File: src/rtl/risc_pkg.sv
// Shared constants and types for the RISC register file.
package risc_pkg;

  localparam int DATA_W   = 8;
  localparam int ADDR_W   = 3;
  localparam int NUM_REGS = 2 ** ADDR_W;

  typedef logic [ADDR_W-1:0] reg_addr_t;

  // Index [0] is the rightmost element: r0=00 ... r7=FF.
  localparam logic [NUM_REGS-1:0][DATA_W-1:0] REG_RST_VAL = {
    8'hFF, 8'hCC, 8'hAA, 8'h88,
    8'h66, 8'h44, 8'h22, 8'h00
  };

endpackage

File: src/rtl/risc_reg_wr_sel.sv
// Write-side selection: picks ALU result or load data and decodes dst into
// one-hot per-register write enables.
module risc_reg_wr_sel
  import risc_pkg::*;
#(
  parameter int DATA_W_P = DATA_W,
  parameter int ADDR_W_P = ADDR_W
) (
  input  logic [ADDR_W_P-1:0]      dst,
  input  logic                     reg_wr_vld,
  input  logic                     load_op,
  input  logic [DATA_W_P-1:0]      rslt,
  input  logic [DATA_W_P-1:0]      dmdataout,
  output logic [DATA_W_P-1:0]      wdata,
  output logic [2**ADDR_W_P-1:0]   wr_en
);

  assign wdata = load_op ? dmdataout : rslt;

  // One-hot decode of the destination, gated by the write enable.
  always_comb begin
    wr_en      = '0;
    wr_en[dst] = reg_wr_vld;
  end

endmodule

File: src/rtl/risc_reg_file.sv
// Eight-entry register file: one synchronous write port, two combinational
// read ports, and every register exported for debug.
module risc_reg_file
  import risc_pkg::*;
#(
  parameter int DATA_W = risc_pkg::DATA_W,
  parameter int ADDR_W = risc_pkg::ADDR_W
) (
  input  logic              clk,
  input  logic              rst_n,      // active-high async reset despite the name
  input  logic [ADDR_W-1:0] opnda_addr,
  input  logic [ADDR_W-1:0] opndb_addr,
  input  logic [ADDR_W-1:0] dst,
  input  logic              reg_wr_vld,
  input  logic              load_op,
  input  logic [DATA_W-1:0] rslt,
  input  logic [DATA_W-1:0] dmdataout,
  output logic [DATA_W-1:0] oprnd_a,
  output logic [DATA_W-1:0] oprnd_b,
  output logic [DATA_W-1:0] regfile0,
  output logic [DATA_W-1:0] regfile1,
  output logic [DATA_W-1:0] regfile2,
  output logic [DATA_W-1:0] regfile3,
  output logic [DATA_W-1:0] regfile4,
  output logic [DATA_W-1:0] regfile5,
  output logic [DATA_W-1:0] regfile6,
  output logic [DATA_W-1:0] regfile7
);

  localparam int DEPTH = 2 ** ADDR_W;

  logic [DATA_W-1:0] r_regs [DEPTH];
  logic [DATA_W-1:0] w_wdata;
  logic [DEPTH-1:0]  w_wr_en;

  risc_reg_wr_sel #(
    .DATA_W_P (DATA_W),
    .ADDR_W_P (ADDR_W)
  ) u_wr_sel (
    .dst        (dst),
    .reg_wr_vld (reg_wr_vld),
    .load_op    (load_op),
    .rslt       (rslt),
    .dmdataout  (dmdataout),
    .wdata      (w_wdata),
    .wr_en      (w_wr_en)
  );

  // Register array: async load of the reset table, otherwise per-entry write.
  always_ff @(posedge clk or posedge rst_n) begin
    if (rst_n) begin
      for (int i = 0; i < DEPTH; i++) begin
        r_regs[i] <= REG_RST_VAL[i];
      end
    end else begin
      for (int i = 0; i < DEPTH; i++) begin
        if (w_wr_en[i]) begin
          r_regs[i] <= w_wdata;
        end
      end
    end
  end

  // No write-through bypass: reads see the flop contents only.
  assign oprnd_a = r_regs[opnda_addr];
  assign oprnd_b = r_regs[opndb_addr];

  assign regfile0 = r_regs[0];
  assign regfile1 = r_regs[1];
  assign regfile2 = r_regs[2];
  assign regfile3 = r_regs[3];
  assign regfile4 = r_regs[4];
  assign regfile5 = r_regs[5];
  assign regfile6 = r_regs[6];
  assign regfile7 = r_regs[7];

endmodule

File: config.mk
export PLATFORM = sky130hd
export DESIGN_NAME = risc_reg_file
export DESIGN_NICKNAME = d
export VERILOG_FILES = /design/src/rtl/risc_pkg.sv /design/src/rtl/risc_reg_wr_sel.sv /design/src/rtl/risc_reg_file.sv
export SDC_FILE = /design/constraint.sdc
export NUM_CORES = 1
export LEC_CHECK = 0
export ABC_AREA = 1
export CAP_MARGIN = 20
export CORE_ASPECT_RATIO = 0.5
export CORE_MARGIN = 2
export CORE_UTILIZATION = 25
export DETAILED_ROUTE_END_ITERATION = 16
export PLACE_DENSITY = 0.46
export SLEW_MARGIN = 0
export SYNTH_ARGS = -nofsm -noshare
export SYNTH_HDL_FRONTEND = slang
export SYNTH_SLANG_ARGS = --single-unit
File: constraint.sdc
create_clock -name clk -period 2.29 [get_ports clk]
set_clock_uncertainty 0.05 [all_clocks]
set_input_delay 0.458 -clock clk [delete_from_list [all_inputs] [get_ports clk]]
set_output_delay 0.458 -clock clk [all_outputs]
set_load 0.1 [all_outputs]
==> flow_metrics.env <==
export IMPL_grt_overflow_total=0
export IMPL_grt_pass1_wl_mm=22.95
export IMPL_portBuffers=108
export IMPL_critical_path_class="in -> out"
export IMPL_cts_sinks=64
export IMPL_final_layout_size_suffix_gt1_share_pct=24.97
export IMPL_min_period_ns=2.144
export IMPL_slew_viol_final=0
export IMPL_cts_tree="yes"
export IMPL_fp_dieH_um=94.35
export IMPL_fin_nets=745
export IMPL_crit_buf_inv=4
export IMPL_cts_buffers=9
export IMPL_p_leak_nw=2.920
export IMPL_critPathCaptureType="output port"
export IMPL_cts_hold_buffers=0
export IMPL_post_cts_setup_buffer_count=0
export IMPL_final_common_cell="nand2_1"
export IMPL_gp_congestion=0.8356
export IMPL_vdd_drop_max_uv=480.4
export IMPL_synth_nets=637
export IMPL_cp_slowest_cell="dlygate4sd2_1"
export IMPL_max_freq_mhz=466.5
export IMPL_fin_crit_sh_pct=93.61
export IMPL_syn_avg_cell_area_um2=6.713
export IMPL_maxCapViolations=0
export IMPL_num_rows=32
export IMPL_clockRootBuffer="clkbuf_16"
export IMPL_tightest_slew_ns=0.5416
export IMPL_critical_path_arrival_ns=1.64
export IMPL_die_width_um=184.7
export IMPL_yosysUniqueCellTypes=15
export IMPL_cp_start_kind="input port"
export IMPL_clockBufferDepth=2
export IMPL_cp_depth=9
export IMPL_path_cells="dlygate4sd2_1 -> inv_1 -> buf_4 -> nand2_1 -> nand3_1 -> nand2_1 -> nand2_1 -> nand2_2 -> buf_12"
export IMPL_first_pass_iters=5
export IMPL_critical_path_top_delay_family="buffers and inverters"
export IMPL_grt_pass1_vias=3969
export IMPL_utilization_pct=36.98
export IMPL_syn_to_final_growth_pct=42.21
export IMPL_insertion_delay_ns=0.33
export IMPL_worst_path_largest_cell_delay_ns=0.30
export IMPL_diodes=0
export IMPL_cp_required_ns=1.78
export IMPL_maxSlewHeadroom_pct=63.89
export IMPL_core_area_mm2=0.01570
export IMPL_routed_via_density=4.339
export IMPL_seq_area_frac_synth_pct=40.04
export IMPL_wl_per_cell_um=15.77
export IMPL_cts_clk_slew_worst_paths_ns=0.06
export IMPL_synth_seq_cells=64
export IMPL_total_power_mw=6.901
export IMPL_grtUsageTotal_pct=17.71
export IMPL_die_area_mm2=0.01743
export IMPL_crit_top_cell="nand2_1"
export IMPL_io_pins=109
export IMPL_via_count=4087
export IMPL_synth_warning_count=0
export IMPL_initial_core_util_pct=26.00
export IMPL_initialDrtViolationCount=278
export IMPL_worst_hold_slack_ns=0.4564
export IMPL_syn_inst=608
export IMPL_holdCritPathClass="in -> async"
export IMPL_drc=0
export IMPL_routed_wl_mm=14.86
export IMPL_worst_path_max_fanout=8
export IMPL_status="complete, no violations"
export IMPL_powerDensity_mw_per_mm2=1189
export IMPL_final_setup_viol_count=0
export IMPL_rr_worst_depth=2
export IMPL_grt_max_degree=65
export IMPL_finalHoldViolations=0
export IMPL_h_tree_depth=3
export IMPL_rsz0062_at_grt="no"
export IMPL_postRouteAntennaNets=0
export IMPL_synth_area_mm2=0.004081
export IMPL_antenna_found_initial=0
export IMPL_final_cell_mix="nand2_1 (264), inv_1 (80), buf_4 (78), nand3_1 (64), o21ai_0 (49)"
export IMPL_post_dp_hpwl_mm=11.00
[per-layer routing]
metal  part of all wire (%)  up-vias  track usage (%)
li1                       -     2089                -
met1                     51     1874            25.58
met2                     43      109            27.19
met3                    4.7       15            3.162
met4                    1.2        0            4.828
met5                      0        -                0
[metrics by stage]
stage	setup TNS (ns)	setup slack, ns	instance area (µm²)	std cells
after floorplan	0	0.07259	4121	608
after global placement	-0.6615	-0.09136	5499	926
after detailed placement	-0.9282	-0.09797	5499	926
after CTS	0	0.01329	5802	942
after global routing	0	0.03516	5804	942
final	0	0.1463	5804	942
[worst min-delay path, delay by kind of cell]
| kind | cells | cell delay [ns] |
|---|---|---|
| buffers and inverters | 3 | 0.78 |
[state kept, by name, indices dropped and copies added (netlist names)]
register  cells
regfile4      8
regfile5      8
regfile7      8
regfile1      8
regfile2      8
regfile3      8
regfile6      8
regfile0      8
[repair_timing]
item | 4_1_cts | 5_1_grt
gates resized for setup | 3 | 2
pin swaps | 0 | 0
setup endpoints to repair | 16 | 8
[cell usage after synthesis]
master,number,share of area [%]
nand3_1,64,7.8
o21ai_2,8,1.7
dfrtp_1,38,23
o21ai_0,49,6.0
buf_1,2,0.18
nor2_4,8,2.2
nand2_2,1,0.15
inv_1,82,7.5
nand2_4,5,1.4
nand2_1,280,26
buf_4,7,1.3
dfstp_2,26,17
buf_6,8,2.2
o21ai_1,15,1.8
buf_2,15,1.8
[report_power, final]
| group | switching [mW] | internal [mW] | leakage [nW] | total (mW) |
|---|---|---|---|---|
| combinational | 3.01 | 0.831 | 2.03 | 3.84 |
| sequential | 0.148 | 1.45 | 0.740 | 1.60 |
| clock | 0.514 | 0.951 | 0.151 | 1.47 |
| total | 3.67 | 3.23 | 2.92 | 6.90 |
[area by class of cell]
| type | instances | area (µm²) |
|---|---|---|
| Clock inverter | 4 | 70.07 |
| Fill cell | 1728 | 9891 |
| Inverter | 82 | 307.8 |
| Sequential cell | 64 | 1634 |
| Timing Repair Buffer | 129 | 1325 |
| Multi-Input combinational cell | 430 | 1954 |
| Clock buffer | 12 | 236.5 |
| Tap cell | 221 | 276.5 |
[path summary, 6_finish.rpt]
check	from	to	slack, ns
max reg2reg	regfile2[2]$_DFFE_PP1P_	regfile2[2]$_DFFE_PP1P_	1.37
max in group asynchronous	rst_n	regfile7[6]$_DFFE_PP1P_	1.37
min reg2reg	regfile3[1]$_DFFE_PP1P_	regfile3[1]$_DFFE_PP1P_	0.48
min	rst_n	regfile1[4]$_DFFE_PP0P_	0.46
min in group clk	regfile3[1]$_DFFE_PP1P_	regfile3[1]$_DFFE_PP1P_	0.48
max	opnda_addr[0]	oprnd_a[1]	0.15
[logic make-up (layout without fill, tap and decap cells)]
group                  count (synthesis)  count (layout)  synth area share, %
AO/OA/AOI/OAI                         72              72                9.565
buffers and inverters                114             227                13.06
flip-flops                            64              64                40.04
AND/OR/NAND/NOR                      358             358                37.34
(Power assumes the default switching activity.)
==> edit 1 (same flow settings) <==
Register the output `regfile7`, cleared by the reset; this adds one clock of latency there. The other outputs are not delayed to match.
--- a/src/rtl/risc_reg_file.sv
+++ b/src/rtl/risc_reg_file.sv
@@ -72,7 +72,13 @@
   assign regfile4 = r_regs[4];
   assign regfile5 = r_regs[5];
   assign regfile6 = r_regs[6];
-  assign regfile7 = r_regs[7];
+  always_ff @(posedge clk or posedge rst_n) begin
+    if (rst_n) begin
+      regfile7 <= '0;
+    end else begin
+      regfile7 <= r_regs[7];
+    end
+  end
 
 endmodule
 
Check against the original RTL: not equivalent (Yosys sat finds a counterexample within 4 cycles, from zero or initial values and one cycle with rst_n high).
==> edit 1 against the original RTL <==
- count of clock-buffer cells in the layout down 1
- largest power group unchanged
- wire length up 7.7%
- critical path type unchanged
- register-to-register slack worse by 0.02 ns
- cell area up 3.6%
- sequential cell count up 8
- first-iteration DRC count down 6.5%
- core utilization down 4.2 points
- total power up 3.3%
- largest cell class unchanged
- synthesized area up 14%
- setup slack worse by 0.054 ns
==> edit 1: results <==
[critical_path]
worst-path-max-fanout = 31
cp.arrival_ns = 1.69

[power_and_ir_drop]
irDropWorstVdd_v = 0.000422
p_leak_nw = 3.01
switching_share_pct = 53.0

[worst_hold_path]
hp-class = "reg2reg"

[routing]
first_iter_violations = 260
met3_length_um = 636
wl_met1_um = 7620
wl_met2_um = 7550
num_vias = 4202
wl_per_cell_um = 16.5

[run]
drv_cap = 0

[yosys]
synth_area_leaders = "dfrtp_1, nand2_1, dfstp_2"
synth_cell_types = 14
ys_seq_area_share_pct = 39.3
synth_compound_area_share_pct = 8.37
synth.net_count = 701
syn_avg_cell_area_um2 = 6.94
synthArstFlopShare_pct = 100
synth_fa_ha_area_share_pct = 0
synthTopCellsByCount = "nand2_1, inv_1, nand3_1"
yosysWarningCount = 0

[placed_design]
hpwlAfterDp_um = 12000
place.gp.congestion = 0.826
place_ws_ns = -0.208
dp_cells = 955

[clock_tree]
clockBufferDepth = 2
h-tree-depth = 3

[timing]
worstMarginPinSlew_ns = 0.501

[global_routing]
grt_pass1_vias = 4126
track_usage_pct = 16.8
grt_max_degree = 73
grt_pass1_wl_um = 24600

[status]
status = "completed"

[layout]
areaGrowthSynthToFinish_pct = 29.0
stdcell_count = 972
nNetsFinal = 756
drive_gt1_share_pct = 23.2
edit 1: path summary, 6_finish.rpt:
kind	startpoint	endpoint	slack [ns]	depth (start not counted)
worst max-delay path	opndb_addr[0]	oprnd_b[1]	0.09	9
worst min-delay path	r_regs[2]	regfile7[2]	0.35	0
worst max register to register	regfile4[3]	regfile4[3]	1.35	2
worst min register to register	r_regs[2]	regfile7[2]	0.35	0
max in group asynchronous	rst_n	regfile4[7]	1.34	3
min in group asynchronous	rst_n	regfile3[0]	0.49	3
edit 1: what timing repair did:
item / 4_1_cts / 5_1_grt
gates resized for setup: 9 / 3
endpoints found under the setup margin: 16 / 2
cloned: 0 / 1
edit 1: cells by family (layout without fill, tap and decap cells):
| kind of cell | after synthesis | in the layout |
|---|---|---|
| compound gates | 72 | 72 |
| buf+inv | 170 | 230 |
| flops | 72 | 72 |
| simple gates | 358 | 358 |
edit 1: stage by stage:
| step | cell area, um^2 | total power [mW] | utilization, % | hold slack, ns |
|---|---|---|---|---|
| 2_1_floorplan | 4660 | 4.92 | - | 0.339 |
| 3_3_place_gp | 5660 | 5.66 | 30.8 | 0.341 |
| 3_5_place_dp | 5660 | 5.67 | 30.8 | 0.342 |
| 4_1_cts | 5980 | 7.20 | 32.6 | 0.351 |
| 5_1_grt | 6010 | 7.45 | 32.8 | 0.356 |
| 6_report | 6010 | 7.13 | 32.8 | 0.351 |
edit 1: cell type report:
cell class | instances | area (um^2)
Clock buffer | 11 | 253
Inverter | 82 | 308
Timing Repair Buffer | 132 | 1360
Multi-Input combinational cell | 430 | 1890
Fill cell | 1961 | 12300
Clock inverter | 5 | 62.6
Sequential cell | 72 | 1830
Tap cell | 240 | 300
edit 1: power groups by stage:
| stage | clock network [mW] | logic [mW] | registers (mW) |
|---|---|---|---|
| 4_1_cts | 1.54 | 3.87 | 1.78 |
| 6_report | 1.50 | 3.85 | 1.77 |
| 5_1_grt | 1.59 | 4.05 | 1.81 |
| 3_3_place_gp | 0 | 3.87 | 1.80 |
| 3_5_place_dp | 0 | 3.87 | 1.80 |
| 2_1_floorplan | 0 | 2.96 | 1.96 |
edit 1: worst max-delay path: stages:
cell           delay [ns]
dlygate4sd2_1        0.30
inv_1                0.12
buf_12               0.18
nand2_1              0.07
nand3_1              0.10
nand2_1              0.10
nand2_1              0.05
nand2_1              0.11
buf_12               0.18
edit 1: metal layers:
layer | global-route usage [%] | vias up
met4 | 3.88 | 0
met3 | 2.58 | 13
met2 | 28.0 | 103
li1 | - | 2106
met1 | 23.0 | 1980
met5 | 0 | -
==> edit 2 (config.mk and constraints unchanged) <==
Without the edit above. Set the package constant `DATA_W` to 10 (it was 8).
--- a/src/rtl/risc_pkg.sv
+++ b/src/rtl/risc_pkg.sv
@@ -1,7 +1,7 @@
 // Shared constants and types for the RISC register file.
 package risc_pkg;
 
-  localparam int DATA_W   = 8;
+  localparam int DATA_W   = 10;
   localparam int ADDR_W   = 3;
   localparam int NUM_REGS = 2 ** ADDR_W;
 
Ports: changed (12 resized); port bits go from 109 to 133. The function was not compared with the original's and may differ.
==> edit 2 against the original RTL <==
- via count grew 28%
- setup slack got worse by 0.073 ns
- cell area up 22%
- sequential cell count is 16 higher
- critical endpoint is now oprnd_a[3]
- sequential power grew 24%
- non-clock buffer count increased by 32
- wire length grew 35%
- sequential share of layout area rose by 0.49 points
- synthesized area rose by 24%
- total power is 22% higher
==> edit 2: results <==
[clock_tree]
clock-root-buffer = "clkbuf_16"
clk_latency_ns = 0.34
h-tree-depth = 3
clk_pin_slew_ns = 0.06
cts_made_buffers = 9
clockBufferDepth = 2

[worst_hold_path]
holdPathStages = 2
hp-class = "reg2reg"

[placed_design]
io_buffers = 132
dp_cells = 1141
place.gp.congestion = 0.851
hpwlAfterDp_um = 15500

[yosys]
synthCells = 760
synthTopCellsByCount = "nand2_1, inv_1, nand3_1"
synth_ff_type = "dfrtp_1"
synth-seq-cells = 80
synth_cell_types = 14
synth.net_count = 793
ys_seq_area_share_pct = 40.3
synth_area_leaders = "dfrtp_1, nand2_1, dfstp_2"
yosysWarningCount = 0
synthArstFlopShare_pct = 100

[routing]
wl_um = 20100
first_iter_violations = 455
num_vias = 5216
first_pass_iters = 5

[critical_path]
worst-path-max-fanout = 27
cp_top_family = "buffers and inverters"
worst_path_largest_cell_delay_ns = 0.29
cp.arrival_ns = 1.71
slowest_stage = "dlygate4sd2_1"
worst-r2r-cell-count = 2

[layout]
drive_gt1_share_pct = 23.0
nNetsFinal = 919
diodes = 0
stdcell_count = 1157

[global_routing]
grt_max_degree = 81
grt_pass1_wl_um = 30700
grt_pass1_vias = 5009
grt_use_met2_pct = 31.3
track_usage_pct = 19.2
antenna_found_initial = 0
grt.met1_usage_pct = 26.8
met3_usage_pct = 2.85

[status]
status = "completed"

[timing]
slew_headroom_pct = 66.4
timing.setup.tns_ns = 0

[power_and_ir_drop]
p_leak_nw = 3.57
irDropWorstVdd_v = 0.000388
edit 2: routing by layer:
metal  share of wire (%)  vias to the layer above  wire (um)
met5                   0                        -          0
met3                 5.5                       13       1100
met2                  47                      164       9500
li1                    -                     2587          -
met1                  46                     2452       9260
met4                 1.3                        0        252
edit 2: kinds of logic (layout without fill, tap and decap cells):
logic type / Yosys count / after routing / synth area share [%]
flops: 80 / 80 / 40.3
compound gates: 90 / 90 / 11.2
buf+inv: 146 / 277 / 13.4
simple gates: 444 / 444 / 35.1
edit 2: layout make-up:
class | instances | area, um^2
Clock buffer | 11 | 233
Fill cell | 2151 | 12500
Inverter | 100 | 379
Tap cell | 266 | 333
Clock inverter | 5 | 81.3
Multi-Input combinational cell | 534 | 2380
Timing Repair Buffer | 161 | 1660
Sequential cell | 80 | 2030
edit 2: timing repair:
action	4_1_cts	5_1_grt
setup endpoints to repair	20	0
hold buffers	0	0
buffers inserted	0	0
gates resized for setup	8	0
edit 2: final timing paths:
path	start	end	slack, ns
min in group asynchronous	rst_n	regfile2[4]	0.52
hold / removal	regfile2[9]	regfile2[9]	0.49
hold reg to reg	regfile2[9]	regfile2[9]	0.49
max in group asynchronous	rst_n	regfile6[0]	1.24
setup reg to reg	regfile5[1]	regfile5[1]	1.31
setup / recovery	opnda_addr[0]	oprnd_a[3]	0.07
edit 2: where the power goes:
| part | internal, mW | leakage (nW) | switching (mW) |
|---|---|---|---|
| clock | 0.957 | 0.150 | 0.602 |
| combinational | 1.03 | 2.48 | 3.82 |
| sequential | 1.79 | 0.937 | 0.196 |
edit 2: stage by stage:
stage	area, um^2	setup WS, ns	hold WS [ns]
after floorplan	5100	0.0761	0.631
after global placement	6780	-0.153	0.479
after detailed placement	6780	-0.192	0.485
after CTS	7100	0.0679	0.500
after global routing	7100	0.0144	0.530
final	7100	0.0734	0.492
edit 2: worst register-to-register path, delay by kind of cell, from the launching register on:
family,cells,cell delay (ns)
AO/OA/AOI/OAI,1,0.22
buffers and inverters,1,0.07
flip-flops,1,0.55
